**src/rtl/stepper_step_ctrl.sv**
```systemverilog
// rtl/stepper_step_ctrl.sv - trapezoidal-ramp move controller driving the stepper phase sequencer
// Optional STEP_CTRL_POSITION_EN adds a signed step position counter output.
module stepper_step_ctrl #(
   parameter int CNT_W     = 16,
   parameter int DIV_W     = 20,
   parameter int MIN_DIV   = 2,
   parameter int START_DIV = 1000,
   parameter int ACC_STEP  = 10
) (
   input  logic             clk,
   input  logic             rst,
   input  logic             i_cmd_valid,
   output logic             o_cmd_ready,
   input  logic [CNT_W-1:0] i_cmd_steps,
   input  logic             i_cmd_dir,
   input  logic [DIV_W-1:0] i_cmd_div,
   output logic             o_step,
   output logic             o_dir,
   output logic             o_busy,
   output logic             o_done
`ifdef STEP_CTRL_POSITION_EN
  ,output logic signed [CNT_W+7:0] o_position
`endif
);

   typedef enum logic [2:0] {IDLE, ACCEL, CRUISE, DECEL, DONE} state_t;

   localparam logic [DIV_W-1:0] MIN_C   = DIV_W'(MIN_DIV);
   localparam logic [DIV_W-1:0] START_C = DIV_W'(START_DIV);
   localparam logic [DIV_W-1:0] ACC_C   = DIV_W'(ACC_STEP);

   state_t           state_q, state_d;
   logic [DIV_W-1:0] tgt_q, tgt_d;
   logic [DIV_W-1:0] cur_q, cur_d;
   logic [DIV_W-1:0] timer_q, timer_d;
   logic [CNT_W-1:0] rem_q, rem_d;
   logic [CNT_W-1:0] ramp_q, ramp_d;
   logic             dir_q, dir_d;
   logic             step_q, busy_q, done_q, ready_q;

   logic [DIV_W-1:0] tgt_in, cur_in, cur_up, cur_dn;
   logic [DIV_W:0]   up_sum;

   always_comb begin
      tgt_in = (i_cmd_div < MIN_C) ? MIN_C : i_cmd_div;
      cur_in = (tgt_in > START_C) ? tgt_in : START_C;
      // Widened sum so a period near the top of the range cannot wrap.
      up_sum = {1'b0, cur_q} + {1'b0, ACC_C};
      cur_up = (up_sum > {1'b0, START_C}) ? START_C : up_sum[DIV_W-1:0];
      cur_dn = ((cur_q - tgt_q) > ACC_C) ? (cur_q - ACC_C) : tgt_q;
   end

   always_comb begin
      state_d = state_q;
      tgt_d   = tgt_q;
      cur_d   = cur_q;
      timer_d = timer_q;
      rem_d   = rem_q;
      ramp_d  = ramp_q;
      dir_d   = dir_q;
      case (state_q)
         IDLE: begin
            if (i_cmd_valid) begin
               tgt_d   = tgt_in;
               cur_d   = cur_in;
               timer_d = cur_in;
               rem_d   = i_cmd_steps;
               ramp_d  = '0;
               dir_d   = i_cmd_dir;
               if (i_cmd_steps == '0)
                  state_d = DONE;
               else if (cur_in == tgt_in)
                  state_d = CRUISE;
               else
                  state_d = ACCEL;
            end
         end
         ACCEL, CRUISE, DECEL: begin
            if (timer_q == DIV_W'(1)) begin
               rem_d = rem_q - CNT_W'(1);
               // Decel check outranks accel, which yields triangular short moves.
               if (rem_d == '0) begin
                  state_d = DONE;
               end else if (state_q == DECEL || rem_d <= ramp_q) begin
                  state_d = DECEL;
                  cur_d   = cur_up;
               end else if (state_q == ACCEL) begin
                  ramp_d = ramp_q + CNT_W'(1);
                  cur_d  = cur_dn;
                  if (cur_dn == tgt_q)
                     state_d = CRUISE;
               end
               timer_d = cur_d;
            end else begin
               timer_d = timer_q - DIV_W'(1);
            end
         end
         DONE:    state_d = IDLE;
         default: state_d = IDLE;
      endcase
   end

   always_ff @(posedge clk or posedge rst) begin
      if (rst) begin
         state_q <= IDLE;
         tgt_q   <= '0;
         cur_q   <= '0;
         timer_q <= '0;
         rem_q   <= '0;
         ramp_q  <= '0;
         dir_q   <= 1'b0;
         step_q  <= 1'b0;
         busy_q  <= 1'b0;
         done_q  <= 1'b0;
         ready_q <= 1'b1;
      end else begin
         state_q <= state_d;
         tgt_q   <= tgt_d;
         cur_q   <= cur_d;
         timer_q <= timer_d;
         rem_q   <= rem_d;
         ramp_q  <= ramp_d;
         dir_q   <= dir_d;
         // Outputs are registered from the next state so they line up with state_q.
         step_q  <= (state_d == ACCEL || state_d == CRUISE || state_d == DECEL)
                    && (timer_d == DIV_W'(1));
         busy_q  <= (state_d == ACCEL || state_d == CRUISE || state_d == DECEL);
         done_q  <= (state_d == DONE);
         ready_q <= (state_d == IDLE);
      end
   end

   assign o_step      = step_q;
   assign o_dir       = dir_q;
   assign o_busy      = busy_q;
   assign o_done      = done_q;
   assign o_cmd_ready = ready_q;

`ifdef STEP_CTRL_POSITION_EN
   logic signed [CNT_W+7:0] pos_q;

   always_ff @(posedge clk or posedge rst) begin
      if (rst)
         pos_q <= '0;
      else if (step_q)
         pos_q <= dir_q ? pos_q + (CNT_W+8)'(1) : pos_q - (CNT_W+8)'(1);
   end

   assign o_position = pos_q;
`endif

endmodule
```
**config.mk**
```make
export PLATFORM = sky130hd
export DESIGN_NAME = stepper_step_ctrl
export DESIGN_NICKNAME = d
export VERILOG_FILES = /design/src/rtl/stepper_step_ctrl.sv
export SDC_FILE = /design/constraint.sdc
export NUM_CORES = 1
export LEC_CHECK = 0
export BUFFER_PORTS_ARGS = -buffer_cell sky130_fd_sc_hd__buf_2
export CORE_MARGIN = 2
export CORE_UTILIZATION = 40
export DETAILED_ROUTE_END_ITERATION = 6
export PLACE_DENSITY = 0.64
export SETUP_SLACK_MARGIN = 0.15
export SYNTH_ARGS = -nofsm -noshare
export SYNTH_HDL_FRONTEND = slang
export SYNTH_SLANG_ARGS = --single-unit
```
**constraint.sdc**
```tcl
create_clock -name clk -period 9.2 [get_ports clk]
set_input_delay 0.46 -clock clk [delete_from_list [all_inputs] [get_ports clk]]
set_output_delay 0.46 -clock clk [all_outputs]
set_load 0.02 [all_outputs]
```
== After elaboration in Yosys (flattened, before gate mapping) ==
Index checks and enable logic that the tools add are counted.

* Bits of input ports: 40
* Output and inout port bits: 5
* Word-level logic and storage cells: 82
* Register bits: 100

* Magnitude comparators: 5
* Mux-type cells: 31
* Reduce and logical (&&, ||, !) cells: 13
* Add/subtract/negate cells: 6
* Equal/unequal tests: 16

{| class="wikitable"
|+ Operator list
! kind !! number
|-
| $mux 20 || 11
|-
| $mux 16 || 7
|-
| $pmux 20 s2 || 2
|-
| $pmux 16 s2 || 2
|-
| $eq 20x1->1 const B || 2
|-
| $eq 20x20->1 || 2
|-
| $logic_not 16->1 || 2
|-
| $add 20x4->21 const B || 1
|-
| $gt 21x10->1 const B || 1
|-
| $mux 3 || 7
|-
| $gt 20x10->1 const B || 1
|-
| $gt 20x4->1 const B || 1
|-
| $lt 20x2->1 const B || 1
|-
| $sub 20x1->20 const B || 1
|-
| $sub 20x20->20 || 1
|-
| $sub 20x4->20 const B || 1
|-
| $add 16x1->16 const B || 1
|-
| $le 16x16->1 || 1
|-
| $sub 16x1->16 const B || 1
|-
| $eq 3x2->1 const B || 4
|-
| $ne 2x2->1 const B || 5
|-
| $eq 3x1->1 const B || 2
|-
| $logic_not 3->1 || 2
|-
| $pmux 3 s2 || 1
|-
| other kinds (9) || 11
|}

== Logic depth before layout (Yosys ltp) ==
Gate-level depths: netlist (run 1).

* Word-level depth: 14
* Depth in mapped cells: 21
* Depth with buffers taken out: 20

== Worst setup path before layout (run 1) ==
OpenSTA, ideal clock, no wires.

* Path type: reg-to-reg
* Start: register rem_q[0]
* End: register step_q, in the netlist o_step
* Path buffers: 2
* Clock period less this slack: 5.347 ns
* Library setup time: 0.095 ns
* Required time: 9.105 ns
* Path slack: 3.853 ns
* Arrival: 5.252 ns
* Stages on the path, launching flop included: 20
* Cells stage by stage: dfrtp_1 > or4_1 > clkbuf_1 > or3_1 > clkbuf_1 > nor3_1 > xor2_1 > ha_1 > nand2_1 > or4_1 > o21ba_2 > a21boi_0 > nor4b_2 > nand2_1 > o2111a_1 > nor3b_1 > nor2_1 > a211o_1 > or4_1 > nor4b_2

* Word-level cells in the longest chain between the ends: 11
* Elaborated cells between the ends (all ways): 19
* Those cells by class: 1 x add/sub; 1 x order compare; 4 x eq/ne; 8 x mux; 5 x reduce/logical

{| class="wikitable"
|+ RTL lines
! element !! RTL line !! source
|-
| start, declared || 36 || <nowiki>logic [CNT_W-1:0] rem_q, rem_d;</nowiki>
|-
| start signal, assigned || 121 || <nowiki>rem_q <= rem_d;</nowiki>
|-
| $sub 16x1->16 (*) || 80 || <nowiki>rem_d = rem_q - CNT_W'(1);</nowiki>
|-
| $le 16x16->1 || 84 || <nowiki>end else if (state_q == DECEL || rem_d <= ramp_q) begin</nowiki>
|-
| $logic_or 1x1->1 || 84 ||
|-
| $mux 3 || 84 ||
|-
| $mux 3 || 82 || <nowiki>if (rem_d == '0) begin</nowiki>
|-
| $mux 3 || 79 || <nowiki>if (timer_q == DIV_W'(1)) begin</nowiki>
|-
| $pmux 3 s2 || 61 || <nowiki>case (state_q)</nowiki>
|-
| $eq 3x1->1 / $eq 3x2->1 (equally long branches) || 125 || <nowiki>step_q <= (state_d == ACCEL || state_d == CRUISE || state_d == DECEL)</nowiki>
|-
| $logic_or 1x1->1 (2 in a row) || 125 ||
|-
| $logic_and 1x1->1 (*) || 126 || <nowiki>&& (timer_d == DIV_W'(1));</nowiki>
|-
| end signal, assigned || 125 ||
|-
| end, declared || 39 || <nowiki>logic step_q, busy_q, done_q, ready_q;</nowiki>
|}

Every way passes the cells marked *; elsewhere a longest branch is shown, timed or not.
A chain may end at the register's enable or synchronous reset.

== Final worst setup path (run 1) ==
* Start: register rem_q[0]
* End: register ramp_q[13]

* Word-level cells in the longest chain between the ends: 5
* Elaborated cells between the ends (all ways): 7
* Those cells by class: 1 x add/sub; 1 x order compare; 2 x eq/ne; 3 x reduce/logical

{| class="wikitable"
|+ RTL lines
! element !! RTL line !! source
|-
| $sub 16x1->16 (*) || 80 ||
|-
| $le 16x16->1 || 84 ||
|-
| $logic_or 1x1->1 || 84 ||
|-
| $ne 2x2->1 (no line) || n/a ||
|-
| $reduce_and 6->1 (no line) (*) || n/a ||
|-
| end signal, assigned || 122 || <nowiki>ramp_q <= ramp_d;</nowiki>
|-
| end, declared || 37 || <nowiki>logic [CNT_W-1:0] ramp_q, ramp_d;</nowiki>
|}

Marked as above.

==> results.sh, run 1 <==
export IMPL_fraction_of_the_cycle_the_final_worst_path_needs_pct=66.3
export IMPL_share_comb_of_total_power_pct=66.1
export IMPL_finalCoreUtilization_pct=44.0
export IMPL_totalPowerFinal_mw=3.99
export IMPL_vias_in_the_first_global_route=9056
export IMPL_num_vias=9586
export IMPL_layout_nets=1314
export IMPL_layout_drive_gt1_share_pct=8.74
export IMPL_max_vdd_ir_drop_mv=0.131
export IMPL_place_ws_ns=3.22
export IMPL_design_portCount=45
export IMPL_worst_slew_margin_rel_pct=30.8
export IMPL_grt_pass1_wl_um=50600
export IMPL_clock_sinks=100
export IMPL_cts_made_buffers=9
export IMPL_synth_lib_cells_used_distinct=85
export IMPL_syn_area_um2=9280
export IMPL_core_rowCount=55
export IMPL_swShare_pct=53.0
export IMPL_post_route_worst_setup_slack_ns=3.10
export IMPL_route_antenna_remaining_nets=0
export IMPL_synth_top_cells_by_area="sky130_fd_sc_hd__dfrtp_1 (27%), sky130_fd_sc_hd__nand2_1 (6.0%), sky130_fd_sc_hd__o21ai_0 (5.8%)"
export IMPL_syn_area_per_cell_um2=7.50
export IMPL_top_layer="met4"
export IMPL_timing_hold_violations_final=0
export IMPL_proportion_of_synthesized_flip_flops_having_asynchronous_set_or_reset_pct=100
export IMPL_critPathCaptureType="flip-flop"
export IMPL_synth_seq_area_share_pct=27.0
export IMPL_wl_met1_um=13400
export IMPL_drt_iter0_markers=891
export IMPL_postSynthRegisterBits=100
export IMPL_clock_tree_htree_level_count=3
export IMPL_part_of_the_power_in_the_clock_network_pct=10.9
export IMPL_core_area_um2=22700
export IMPL_postSynthCellCount=1237
export IMPL_final_setup_viol_count=0
export IMPL_detailed_place_hpwl_um=24200
export IMPL_power_leakage_nw=4.14
export IMPL_pin_count_of_the_biggest_net_entering_global_routing=71
export IMPL_postCtsSetupBuffers=0
export IMPL_yosysMostFrequentCell="sky130_fd_sc_hd__nand2_1"
export IMPL_fmaxAchievable_mhz=164
export IMPL_via_per_inst=6.30
export IMPL_maximum_capacitance_violations=0
export IMPL_cts_clk_slew_worst_paths_ns=0.07
export IMPL_num_antenna_cells=0
export IMPL_met2_length_um=14500
export IMPL_rsz0062_at_grt="false"
export IMPL_drcViolationCount=0
export IMPL_layout_min_cycle_time_ns=6.10
export IMPL_synth_enable_flop_cells=0
export IMPL_detail_route_wl_per_cell_um=20.9
export IMPL_crit_family="simple AND/OR/NAND/NOR gates"
export IMPL_most_frequent_cells_after_synthesis="sky130_fd_sc_hd__nand2_1 (149), sky130_fd_sc_hd__nor2_1 (121), sky130_fd_sc_hd__o21ai_0 (107), sky130_fd_sc_hd__dfrtp_1 (99), sky130_fd_sc_hd__a21oi_1 (87)"
export IMPL_critical_path_required_ns=9.44
export IMPL_final_layout_setup_total_negative_slack_ns=0
export IMPL_area_growth_syn_to_layout_pct=7.69
export IMPL_post_cts_hold_buffer_count=0
export IMPL_synth_ff_type="sky130_fd_sc_hd__dfrtp_1"
export IMPL_timing_critical_path_from_type="flip-flop"
export IMPL_post_cts_resize_count=0
export IMPL_dpl_cell_area_um2=9660
export IMPL_hold_path_class="input pin to asynchronous set/reset pin"
export IMPL_initial_antenna_violation_count=1
export IMPL_cts_tree="yes"
export IMPL_synthesis_yosys_warnings=0
export IMPL_netlist_area_leader_share_pct=26.7
export IMPL_dieWidth_um=156
export IMPL_cp_buffers_inverters=0
export IMPL_synthesized_nets=1320
export IMPL_die_footprint_um2=24400
export IMPL_clockBufferDepth=2
export IMPL_run_status="completed"
export IMPL_routed_wl_met3_um=2420
export IMPL_critical_path_max_stage_delay_ns=0.67
export IMPL_cts_root_buffer_cell="sky130_fd_sc_hd__clkbuf_16"
export IMPL_final_max_slew_violation_count=0
export IMPL_finalWeightedCongestion=0.965
export IMPL_share_seq_of_total_power_pct=23.0
export IMPL_globalRouteOverflowTotal=0
export IMPL_clk_latency_ns=0.37
export IMPL_wirelength_um=31800
export IMPL_synth_area_leader_cell="sky130_fd_sc_hd__dfrtp_1"
export IMPL_critical_path_slowest_cell="sky130_fd_sc_hd__or4_1"
export IMPL_intPower_mw=1.88
export IMPL_floorplan_initialDensity_pct=40.8
export IMPL_finalInstanceArea_um2=9990
export IMPL_router_iterations_before_antenna_repair=6
export IMPL_switchingPower_mw=2.12
export IMPL_pwr_density_cell_nw_per_um2=400
export IMPL_finalClockSkew_ns=0.0119
export IMPL_worst_path_max_fanout=13
export IMPL_path_cells="or4_1 > or3_1 > nor3_1 > xor2_1 > ha_1 > nand2_1 > or4_1 > a2bb2oi_1 > a21bo_2 > nor2_1 > nand2_1 > a21oi_1 > nand2_1 > nor3_1 > nand4_1 > xnor2_1 > nor2_1"
export IMPL_die_height_um=156
export IMPL_grt_total_usage_pct=26.4
export IMPL_criticalPathCategory="flip-flop to flip-flop"
export IMPL_critical_path_top_cell_by_count="sky130_fd_sc_hd__nand2_1"
export IMPL_portBuffers=44
export IMPL_tightest_slew_ns=1.02
export IMPL_timing_critical_path_arrival_ns=6.34
==> cell usage in the layout (no fill, tap or decap), types with 7 or more instances in the layout <==
| cell type | Yosys | routed |
|---|---|---|
| sky130_fd_sc_hd__a21oi_1 | 87 | 87 |
| sky130_fd_sc_hd__nand2_1 | 149 | 149 |
| sky130_fd_sc_hd__or3_1 | 18 | 18 |
| sky130_fd_sc_hd__buf_4 | 0 | 10 |
| sky130_fd_sc_hd__ha_1 | 42 | 42 |
| sky130_fd_sc_hd__a21o_1 | 16 | 16 |
| sky130_fd_sc_hd__nor2_1 | 121 | 119 |
| sky130_fd_sc_hd__o21ai_0 | 107 | 107 |
| sky130_fd_sc_hd__o21a_1 | 10 | 10 |
| sky130_fd_sc_hd__xor2_1 | 19 | 19 |
| sky130_fd_sc_hd__dfrtp_1 | 99 | 99 |
| sky130_fd_sc_hd__a31oi_1 | 11 | 11 |
| sky130_fd_sc_hd__o31ai_1 | 7 | 7 |
| sky130_fd_sc_hd__nand3_1 | 40 | 40 |
| sky130_fd_sc_hd__or4_1 | 11 | 11 |
| sky130_fd_sc_hd__o211ai_1 | 10 | 10 |
| sky130_fd_sc_hd__nand4_1 | 26 | 26 |
| sky130_fd_sc_hd__a211oi_1 | 14 | 14 |
| sky130_fd_sc_hd__inv_1 | 62 | 61 |
| sky130_fd_sc_hd__clkbuf_16 | 0 | 9 |
| sky130_fd_sc_hd__and3_1 | 11 | 11 |
| sky130_fd_sc_hd__nand2b_1 | 14 | 14 |
| sky130_fd_sc_hd__nor3_1 | 45 | 45 |
| sky130_fd_sc_hd__nor4_1 | 23 | 23 |
| sky130_fd_sc_hd__mux2i_1 | 18 | 18 |
| sky130_fd_sc_hd__buf_2 | 1 | 44 |
| sky130_fd_sc_hd__xnor2_1 | 53 | 53 |
==> cell type report <==
| cell class | count | area, µm² |
|---|---|---|
| clock buffer | 10 | 239 |
| clock inverter | 6 | 95.1 |
| fill | 2337 | 12700 |
| inverter | 62 | 235 |
| multi-input combinational | 1004 | 6260 |
| sequential | 100 | 2500 |
| tap | 285 | 357 |
| timing repair buffer | 54 | 295 |
==> final timing paths <==
kind                            startpoint          to  slack, ns  depth (start not counted)
worst min register to register       o_dir       o_dir       0.47                          2
worst max register to register    rem_q[0]  ramp_q[13]       3.10                         17
worst min-delay path                   rst    tgt_q[6]       0.11                          2
max in group asynchronous              rst   cur_q[19]       7.79                          3
min in group clk                 i_cmd_dir       o_dir       0.29                          3
worst max-delay path              rem_q[0]  ramp_q[13]       3.10                         17
==> per-stage QoR <==
stage               instances  hold WS [ns]
floorplan                1237         0.486
global placement         1505         0.464
detailed placement       1505         0.465
CTS                      1521         0.124
global route             1521         0.134
finish                   1521         0.112
==> state kept, by name, summed over array words and instances (netlist names) <==
name	count
cur_q	20
tgt_q	20
timer_q	20
ramp_q	16
rem_q	16
state_q	3
o_busy	1
o_cmd_ready	1
o_dir	1
o_done	1
o_step	1
==> power by group through the flow <==
stage               sequential [mW]  combinational (mW)  clock (mW)
finish                        0.919                2.64       0.436
global route                  0.941                2.90       0.463
detailed placement            0.911                2.57           0
global placement              0.911                2.54           0
floorplan                     0.754                2.05           0
CTS                           0.907                2.58       0.446
==> cells by family (layout without fill, tap and decap cells) <==
logic type	after synthesis	count (layout)	synth area share, %
simple gates	500	500	26.2
compound gates	366	366	25.9
buf+inv	133	132	5.64
flops	100	100	27.0
xor+xnor	72	72	6.80
fa+ha+maj	43	43	5.88
mux	23	23	2.58
==> per-layer routing <==
layer,GRT usage [%],vias to the layer above
li1,-,4491
met1,35.0,4552
met2,42.1,444
met3,5.43,99
met4,10.9,0
met5,0,-
No activity file was read; power rests on OpenSTA's default activity.
==> run 2, diff against run 1 <==
- PLACE_DENSITY: 0.64 -> 0.66
- clock period: 9.2 -> 5.1 ns (I/O delays scaled with it)
==> results.sh, run 2 (synthesis gave the netlist of run 1 again) <==
export IMPL_share_seq_of_total_power_pct=18.8
export IMPL_portBuffers=44
export IMPL_critical_path_top_cell_by_count="sky130_fd_sc_hd__or4_4"
export IMPL_timing_hold_violations_final=0
export IMPL_grt_total_usage_pct=27.8
export IMPL_critPathCaptureType="flip-flop"
export IMPL_via_per_inst=6.21
export IMPL_reg_top3="cur_q (20), tgt_q (20), timer_q (20)"
export IMPL_max_vdd_ir_drop_mv=0.305
export IMPL_layout_drive_gt1_share_pct=15.5
export IMPL_detailed_place_hpwl_um=25800
export IMPL_totalPowerFinal_mw=7.74
export IMPL_fraction_of_the_cycle_the_final_worst_path_needs_pct=98.0
export IMPL_cts_tree="yes"
export IMPL_die_height_um=156
export IMPL_maximum_capacitance_violations=0
export IMPL_detail_route_wl_per_cell_um=20.9
export IMPL_num_antenna_cells=0
export IMPL_pin_count_of_the_biggest_net_entering_global_routing=59
export IMPL_initial_antenna_violation_count=0
export IMPL_globalRouteOverflowTotal=0
export IMPL_path_cells="or4_4 > or3_4 > buf_4 > nor3_4 > xor2_1 > ha_1 > nand2_1 > or4_4 > o21ba_4 > a21boi_4 > nor4b_4 > buf_4 > a41oi_1 > o21a_1 > a2111o_1 > or4_4 > nor4b_2"
export IMPL_final_setup_viol_count=0
export IMPL_final_cell_mix="sky130_fd_sc_hd__nand2_1 (148), sky130_fd_sc_hd__nor2_1 (118), sky130_fd_sc_hd__o21ai_0 (105)"
export IMPL_crit_family="simple AND/OR/NAND/NOR gates"
export IMPL_worst_path_max_fanout=3
export IMPL_criticalPathCategory="flip-flop to flip-flop"
export IMPL_hold_path_class="input pin to flip-flop"
export IMPL_router_iterations_before_antenna_repair=5
export IMPL_crit_reg2reg_launch="rem_q[1]"
export IMPL_clock_tree_htree_level_count=3
export IMPL_clock_sinks=100
export IMPL_share_comb_of_total_power_pct=72.0
export IMPL_num_vias=9918
export IMPL_worst_slew_margin_rel_pct=30.9
export IMPL_run_status="completed"
export IMPL_core_area_um2=22700
export IMPL_finalClockSkew_ns=0.0114
export IMPL_r2r_setup_slack_ns=0.10
export IMPL_critical_path_max_stage_delay_ns=0.52
export IMPL_layout_min_cycle_time_ns=5.00
export IMPL_fmaxAchievable_mhz=200
export IMPL_clk_latency_ns=0.36
export IMPL_part_of_the_power_in_the_clock_network_pct=9.2
export IMPL_switchingPower_mw=4.04
export IMPL_dieWidth_um=156
export IMPL_power_leakage_nw=4.54
export IMPL_grt_pass1_wl_um=52900
export IMPL_post_route_worst_setup_slack_ns=0.104
export IMPL_cts_root_buffer_cell="sky130_fd_sc_hd__clkbuf_16"
export IMPL_layout_cells_most_common="sky130_fd_sc_hd__nand2_1"
export IMPL_hold_path_startpoint="i_cmd_dir"
export IMPL_rsz0062_at_grt="true"
export IMPL_drt_iter0_markers=925
export IMPL_timing_critical_path_from_type="flip-flop"
export IMPL_pwr_density_cell_nw_per_um2=725
export IMPL_intPower_mw=3.70
export IMPL_place_ws_ns=-0.0621
export IMPL_die_footprint_um2=24400
export IMPL_core_rowCount=55
export IMPL_critical_path_slowest_cell="sky130_fd_sc_hd__or4_4"
export IMPL_finalWeightedCongestion=1.04
export IMPL_design_portCount=45
export IMPL_cts_clk_slew_worst_paths_ns=0.07
export IMPL_floorplan_initialDensity_pct=40.8
export IMPL_wirelength_um=33400
export IMPL_layout_nets=1390
export IMPL_timing_critical_path_arrival_ns=5.27
export IMPL_crit_start="rem_q[1]"
export IMPL_area_growth_syn_to_layout_pct=15.1
export IMPL_vias_in_the_first_global_route=9324
export IMPL_route_antenna_remaining_nets=0
export IMPL_critical_path_required_ns=5.37
export IMPL_drcViolationCount=0
export IMPL_cts_made_buffers=9
export IMPL_final_max_slew_violation_count=0
export IMPL_tightest_slew_ns=1.03
export IMPL_clockBufferDepth=2
export IMPL_swShare_pct=52.2
export IMPL_cp_buffers_inverters=2
==> run 2: worst register-to-register path, stage by stage (launching register included) <==
cell	delay (ns)
sky130_fd_sc_hd__dfrtp_1	0.40
sky130_fd_sc_hd__or4_4	0.52
sky130_fd_sc_hd__or3_4	0.41
sky130_fd_sc_hd__buf_4	0.17
sky130_fd_sc_hd__nor3_4	0.13
sky130_fd_sc_hd__xor2_1	0.09
sky130_fd_sc_hd__ha_1	0.31
sky130_fd_sc_hd__nand2_1	0.07
sky130_fd_sc_hd__or4_4	0.44
sky130_fd_sc_hd__o21ba_4	0.23
sky130_fd_sc_hd__a21boi_4	0.15
sky130_fd_sc_hd__nor4b_4	0.38
sky130_fd_sc_hd__buf_4	0.19
sky130_fd_sc_hd__a41oi_1	0.11
sky130_fd_sc_hd__o21a_1	0.17
sky130_fd_sc_hd__a2111o_1	0.41
sky130_fd_sc_hd__or4_4	0.49
sky130_fd_sc_hd__nor4b_2	0.22
==> run 2: repair_timing <==
item,4_1_cts,5_1_grt
gates resized for setup,6,15
pin swaps,7,4
buffers inserted,6,1
hold buffers,1,0
setup endpoints to repair,1,21
hold endpoints to repair,42,0
==> run 2: routing by layer <==
metal / vias to the layer above / routed length, µm / GRT usage [%]
li1: 4647 / - / -
met1: 4630 / 15100 / 40.8
met2: 553 / 14200 / 40.5
met3: 88 / 3130 / 5.51
met4: 0 / 980 / 9.17
met5: - / 0 / 0
==> run 2: final timing paths <==
kind	endpoint	depth (start not counted)
max in group asynchronous	rem_q[0]	4
min in group asynchronous	timer_q[17]	3
hold reg to reg	o_dir	2
setup / recovery	o_step	17
hold / removal	o_dir	3
setup reg to reg	o_step	17
==> run 2: power by group through the flow <==
| stage | Sequential, mW | Clock [mW] | Combinational, mW |
|---|---|---|---|
| 2_1_floorplan | 1.36 | 0 | 3.75 |
| 3_3_place_gp | 1.44 | 0 | 5.28 |
| 3_5_place_dp | 1.44 | 0 | 5.30 |
| 4_1_cts | 1.43 | 0.720 | 5.38 |
| 5_1_grt | 1.48 | 0.760 | 6.10 |
| 6_report | 1.45 | 0.713 | 5.57 |
==> run 2: cell type report <==
cell class | instances | area, µm²
Fill cell | 2251 | 12000
Clock buffer | 9 | 225
Multi-Input combinational cell | 1004 | 6400
Tap cell | 285 | 357
Inverter | 62 | 235
Sequential cell | 100 | 2500
Clock inverter | 7 | 73.8
Timing Repair Buffer | 130 | 881
==> run 2: through the flow <==
step                      area (µm²)  TNS [ns]  utilization, %  cells  hold WS, ns
after floorplan                 9340         0               -   1237        0.360
after global placement         10200         0            45.1   1573        0.346
after detailed placement       10200   -0.0621            45.1   1573        0.349
after CTS                      10600         0            46.7   1596       0.0795
after global routing           10700   -0.0721            47.0   1597       0.0833
final                          10700         0            47.0   1597       0.0869
==> run 3, diff against run 2 <==
- ABC_AREA: unset -> 1
==> results.sh, run 3 <==
export IMPL_cts_root_buffer_cell="sky130_fd_sc_hd__clkbuf_16"
export IMPL_share_comb_of_total_power_pct=68.8
export IMPL_synth_area_leader_cell="sky130_fd_sc_hd__dfrtp_1"
export IMPL_final_layout_setup_total_negative_slack_ns=0
export IMPL_layout_drive_gt1_share_pct=8.06
export IMPL_grt_total_usage_pct=24.9
export IMPL_finalCoreUtilization_pct=44.4
export IMPL_synth_ff_type="sky130_fd_sc_hd__dfrtp_1"
export IMPL_drt_iter0_markers=1076
export IMPL_multiInputGateArea_um2=6200
export IMPL_synth_lib_cells_used_distinct=52
export IMPL_clock_sinks=100
export IMPL_floorplan_initialDensity_pct=40.7
export IMPL_worst_path_max_fanout=12
export IMPL_yosysMostFrequentCell="sky130_fd_sc_hd__nand2_1"
export IMPL_cp_depth=26
export IMPL_cts_made_buffers=9
export IMPL_route_antenna_remaining_nets=0
export IMPL_crit_start="rem_q[0]"
export IMPL_critical_path_top_cell_by_count="sky130_fd_sc_hd__nand2_1"
export IMPL_layout_nets=1729
export IMPL_critPathCaptureType="flip-flop"
export IMPL_cts_tree="yes"
export IMPL_fmaxAchievable_mhz=219
export IMPL_hold_path_class="input pin to asynchronous set/reset pin"
export IMPL_drcViolationCount=4
export IMPL_critical_path_slowest_cell="sky130_fd_sc_hd__clkinvlp_2"
export IMPL_share_seq_of_total_power_pct=20.3
export IMPL_pwr_density_cell_nw_per_um2=690
export IMPL_initial_antenna_violation_count=1
export IMPL_reg2reg_depth=26
export IMPL_detail_route_wl_per_cell_um=16.4
export IMPL_die_footprint_um2=26000
export IMPL_final_cell_mix="sky130_fd_sc_hd__nand2_1 (436), sky130_fd_sc_hd__inv_1 (242), sky130_fd_sc_hd__nor2_1 (153)"
export IMPL_finalWeightedCongestion=0.926
export IMPL_tightest_slew_ns=0.840
export IMPL_crit_reg2reg_launch="rem_q[0]"
export IMPL_criticalPathCategory="flip-flop to flip-flop"
export IMPL_proportion_of_synthesized_flip_flops_having_asynchronous_set_or_reset_pct=100
export IMPL_syn_area_per_cell_um2=6.10
export IMPL_fraction_of_the_cycle_the_final_worst_path_needs_pct=89.6
export IMPL_synthesized_nets=1706
export IMPL_max_vdd_ir_drop_mv=0.401
export IMPL_seqCellArea_um2=2500
export IMPL_portBuffers=44
export IMPL_critical_path_max_stage_delay_ns=0.52
export IMPL_critical_path_required_ns=5.40
export IMPL_dieWidth_um=161
export IMPL_vias_in_the_first_global_route=9819
export IMPL_worst_hold_slack_ns=0.0712
export IMPL_netlist_area_leader_share_pct=25.0
export IMPL_finalClockSkew_ns=0.0119
export IMPL_globalRouteOverflowTotal=0
export IMPL_clockBufferDepth=2
export IMPL_totalPowerFinal_mw=7.45
export IMPL_core_area_um2=24300
export IMPL_final_fill_count=2629
export IMPL_clk_latency_ns=0.36
export IMPL_layout_cells_most_common="sky130_fd_sc_hd__nand2_1"
export IMPL_synth_top_cells_by_area="sky130_fd_sc_hd__dfrtp_1 (25%), sky130_fd_sc_hd__nand2_1 (17%), sky130_fd_sc_hd__inv_1 (9.3%)"
export IMPL_synth_seq_area_share_pct=25.3
export IMPL_switchingPower_mw=4.16
export IMPL_synthesis_yosys_warnings=0
export IMPL_intPower_mw=3.29
export IMPL_die_height_um=161
export IMPL_swShare_pct=55.8
export IMPL_final_setup_viol_count=0
export IMPL_violations_in_the_final_reports="DRC"
export IMPL_maximum_capacitance_violations=0
export IMPL_pin_count_of_the_biggest_net_entering_global_routing=65
export IMPL_postSynthCellCount=1623
export IMPL_final_max_slew_violation_count=0
export IMPL_design_portCount=45
export IMPL_detailed_place_hpwl_um=25100
export IMPL_cp_buffers_inverters=4
export IMPL_rsz0062_at_grt="false"
export IMPL_crit_family="simple AND/OR/NAND/NOR gates"
export IMPL_most_frequent_cells_after_synthesis="sky130_fd_sc_hd__nand2_1 (436), sky130_fd_sc_hd__inv_1 (244), sky130_fd_sc_hd__nor2_1 (156), sky130_fd_sc_hd__nand3_1 (136), sky130_fd_sc_hd__o21ai_0 (108)"
export IMPL_synth_enable_flop_cells=0
export IMPL_timing_critical_path_from_type="flip-flop"
export IMPL_clock_tree_htree_level_count=3
export IMPL_timing_critical_path_arrival_ns=4.87
export IMPL_syn_area_um2=9890
export IMPL_num_vias=10600
export IMPL_core_rowCount=57
export IMPL_reg_top3="cur_q (20), tgt_q (20), timer_q (20)"
export IMPL_postSynthRegisterBits=100
export IMPL_via_per_inst=5.37
export IMPL_r2r_setup_slack_ns=0.53
export IMPL_wirelength_um=32300
export IMPL_run_status="finished with violations"
export IMPL_part_of_the_power_in_the_clock_network_pct=10.9
export IMPL_power_leakage_nw=5.38
export IMPL_grt_pass1_wl_um=51700
export IMPL_router_iterations_before_antenna_repair=7
export IMPL_crit_reg2reg_capture="o_step"
export IMPL_cts_clk_slew_worst_paths_ns=0.07
export IMPL_worst_slew_margin_rel_pct=44.0
export IMPL_timing_hold_violations_final=0
export IMPL_timing_critical_path_to="o_step"
export IMPL_area_growth_syn_to_layout_pct=9.13
export IMPL_layout_min_cycle_time_ns=4.57
## run 3: cell type report
| cell class | instances | share of cell area (%) |
|---|---|---|
| inverter | 256 | 8.96 |
| sequential | 100 | 23.2 |
| tap | 324 | 3.75 |
| timing repair inverter | 1 | 0.0463 |
| clock buffer | 11 | 2.16 |
| multi-input combinational | 1215 | 57.4 |
| clock inverter | 5 | 0.997 |
| timing repair buffer | 63 | 3.48 |
| antenna | 1 | 0.0232 |
## run 3: repair_timing
| item | CTS | global route |
|---|---|---|
| hold buffers | 0 | 0 |
| gates resized for setup | 0 | 2 |
| endpoints found under the setup margin | 0 | 4 |
| setup buffers | 0 | 2 |
## run 3: worst min-delay path by stage
stage | startpoint | slack, ns | depth (start not counted) | to
2_1_floorplan | i_cmd_dir | 0.37 | 2 | o_dir
3_3_place_gp | o_dir | 0.45 | 2 | o_dir
3_5_place_dp | o_dir | 0.46 | 2 | o_dir
4_1_cts | i_cmd_dir | 0.09 | 3 | o_dir
5_1_grt | i_cmd_dir | 0.10 | 3 | o_dir
6_report | rst | 0.07 | 2 | rem_q[6]
## run 3: metrics by stage
stage	instances	cell area [µm²]	setup slack (ns)
after floorplan	1623	9890	1.51
after global placement	1956	10400	0.609
after detailed placement	1956	10400	0.483
after CTS	1972	10800	0.460
after global routing	1976	10800	0.153
final	1976	10800	0.531
## run 3: metal layers
| metal | share of wire [%] | GRT usage [%] | vias up | wire length, µm |
|---|---|---|---|---|
| met5 | 0 | 0 | - | 0 |
| met4 | 1.8 | 6.33 | 0 | 576 |
| met3 | 7.7 | 3.49 | 44 | 2500 |
| met2 | 44 | 38.8 | 413 | 14100 |
| met1 | 47 | 36.3 | 4843 | 15100 |
| li1 | - | - | 5312 | - |
## run 3: power groups by stage
stage,clock (mW),sequential (mW),combinational [mW]
2_1_floorplan,0,1.36,3.88
3_3_place_gp,0,1.50,4.94
3_5_place_dp,0,1.50,4.99
4_1_cts,0.829,1.49,5.01
5_1_grt,0.853,1.55,5.83
6_report,0.812,1.51,5.12
## run 3: worst reg2reg max path, stage by stage, from the launching register on
cell,delay [ns]
sky130_fd_sc_hd__dfrtp_1,0.45
sky130_fd_sc_hd__inv_1,0.15
sky130_fd_sc_hd__ha_1,0.23
sky130_fd_sc_hd__nand3_2,0.14
sky130_fd_sc_hd__nor2_1,0.27
sky130_fd_sc_hd__a21oi_1,0.11
sky130_fd_sc_hd__nor2_1,0.15
sky130_fd_sc_hd__inv_1,0.10
sky130_fd_sc_hd__ha_1,0.29
sky130_fd_sc_hd__nand2_1,0.06
sky130_fd_sc_hd__nor3_1,0.27
sky130_fd_sc_hd__inv_1,0.07
sky130_fd_sc_hd__o21ai_1,0.13
sky130_fd_sc_hd__nand2_1,0.11
sky130_fd_sc_hd__a21oi_2,0.33
sky130_fd_sc_hd__clkinvlp_2,0.52
sky130_fd_sc_hd__a21oi_1,0.25
sky130_fd_sc_hd__o21ai_1,0.09
sky130_fd_sc_hd__nand2_1,0.09
sky130_fd_sc_hd__nand3_1,0.11
sky130_fd_sc_hd__nand3_1,0.10
sky130_fd_sc_hd__nand2_1,0.05
sky130_fd_sc_hd__nand2_1,0.14
sky130_fd_sc_hd__nand2_1,0.07
sky130_fd_sc_hd__nor2_1,0.09
sky130_fd_sc_hd__nand2_1,0.07
sky130_fd_sc_hd__nor2_2,0.07
## run 3: cells by family after synthesis
kind of cell / count (synthesis) / share of synthesized area, %
buffers and inverters: 308 / 12.2
flip-flops: 100 / 25.3
XOR/XNOR: 43 / 3.81
adder cells (fa/ha/maj): 43 / 5.51
AND/OR/NAND/NOR: 855 / 37.7
AO/OA/AOI/OAI: 274 / 15.4
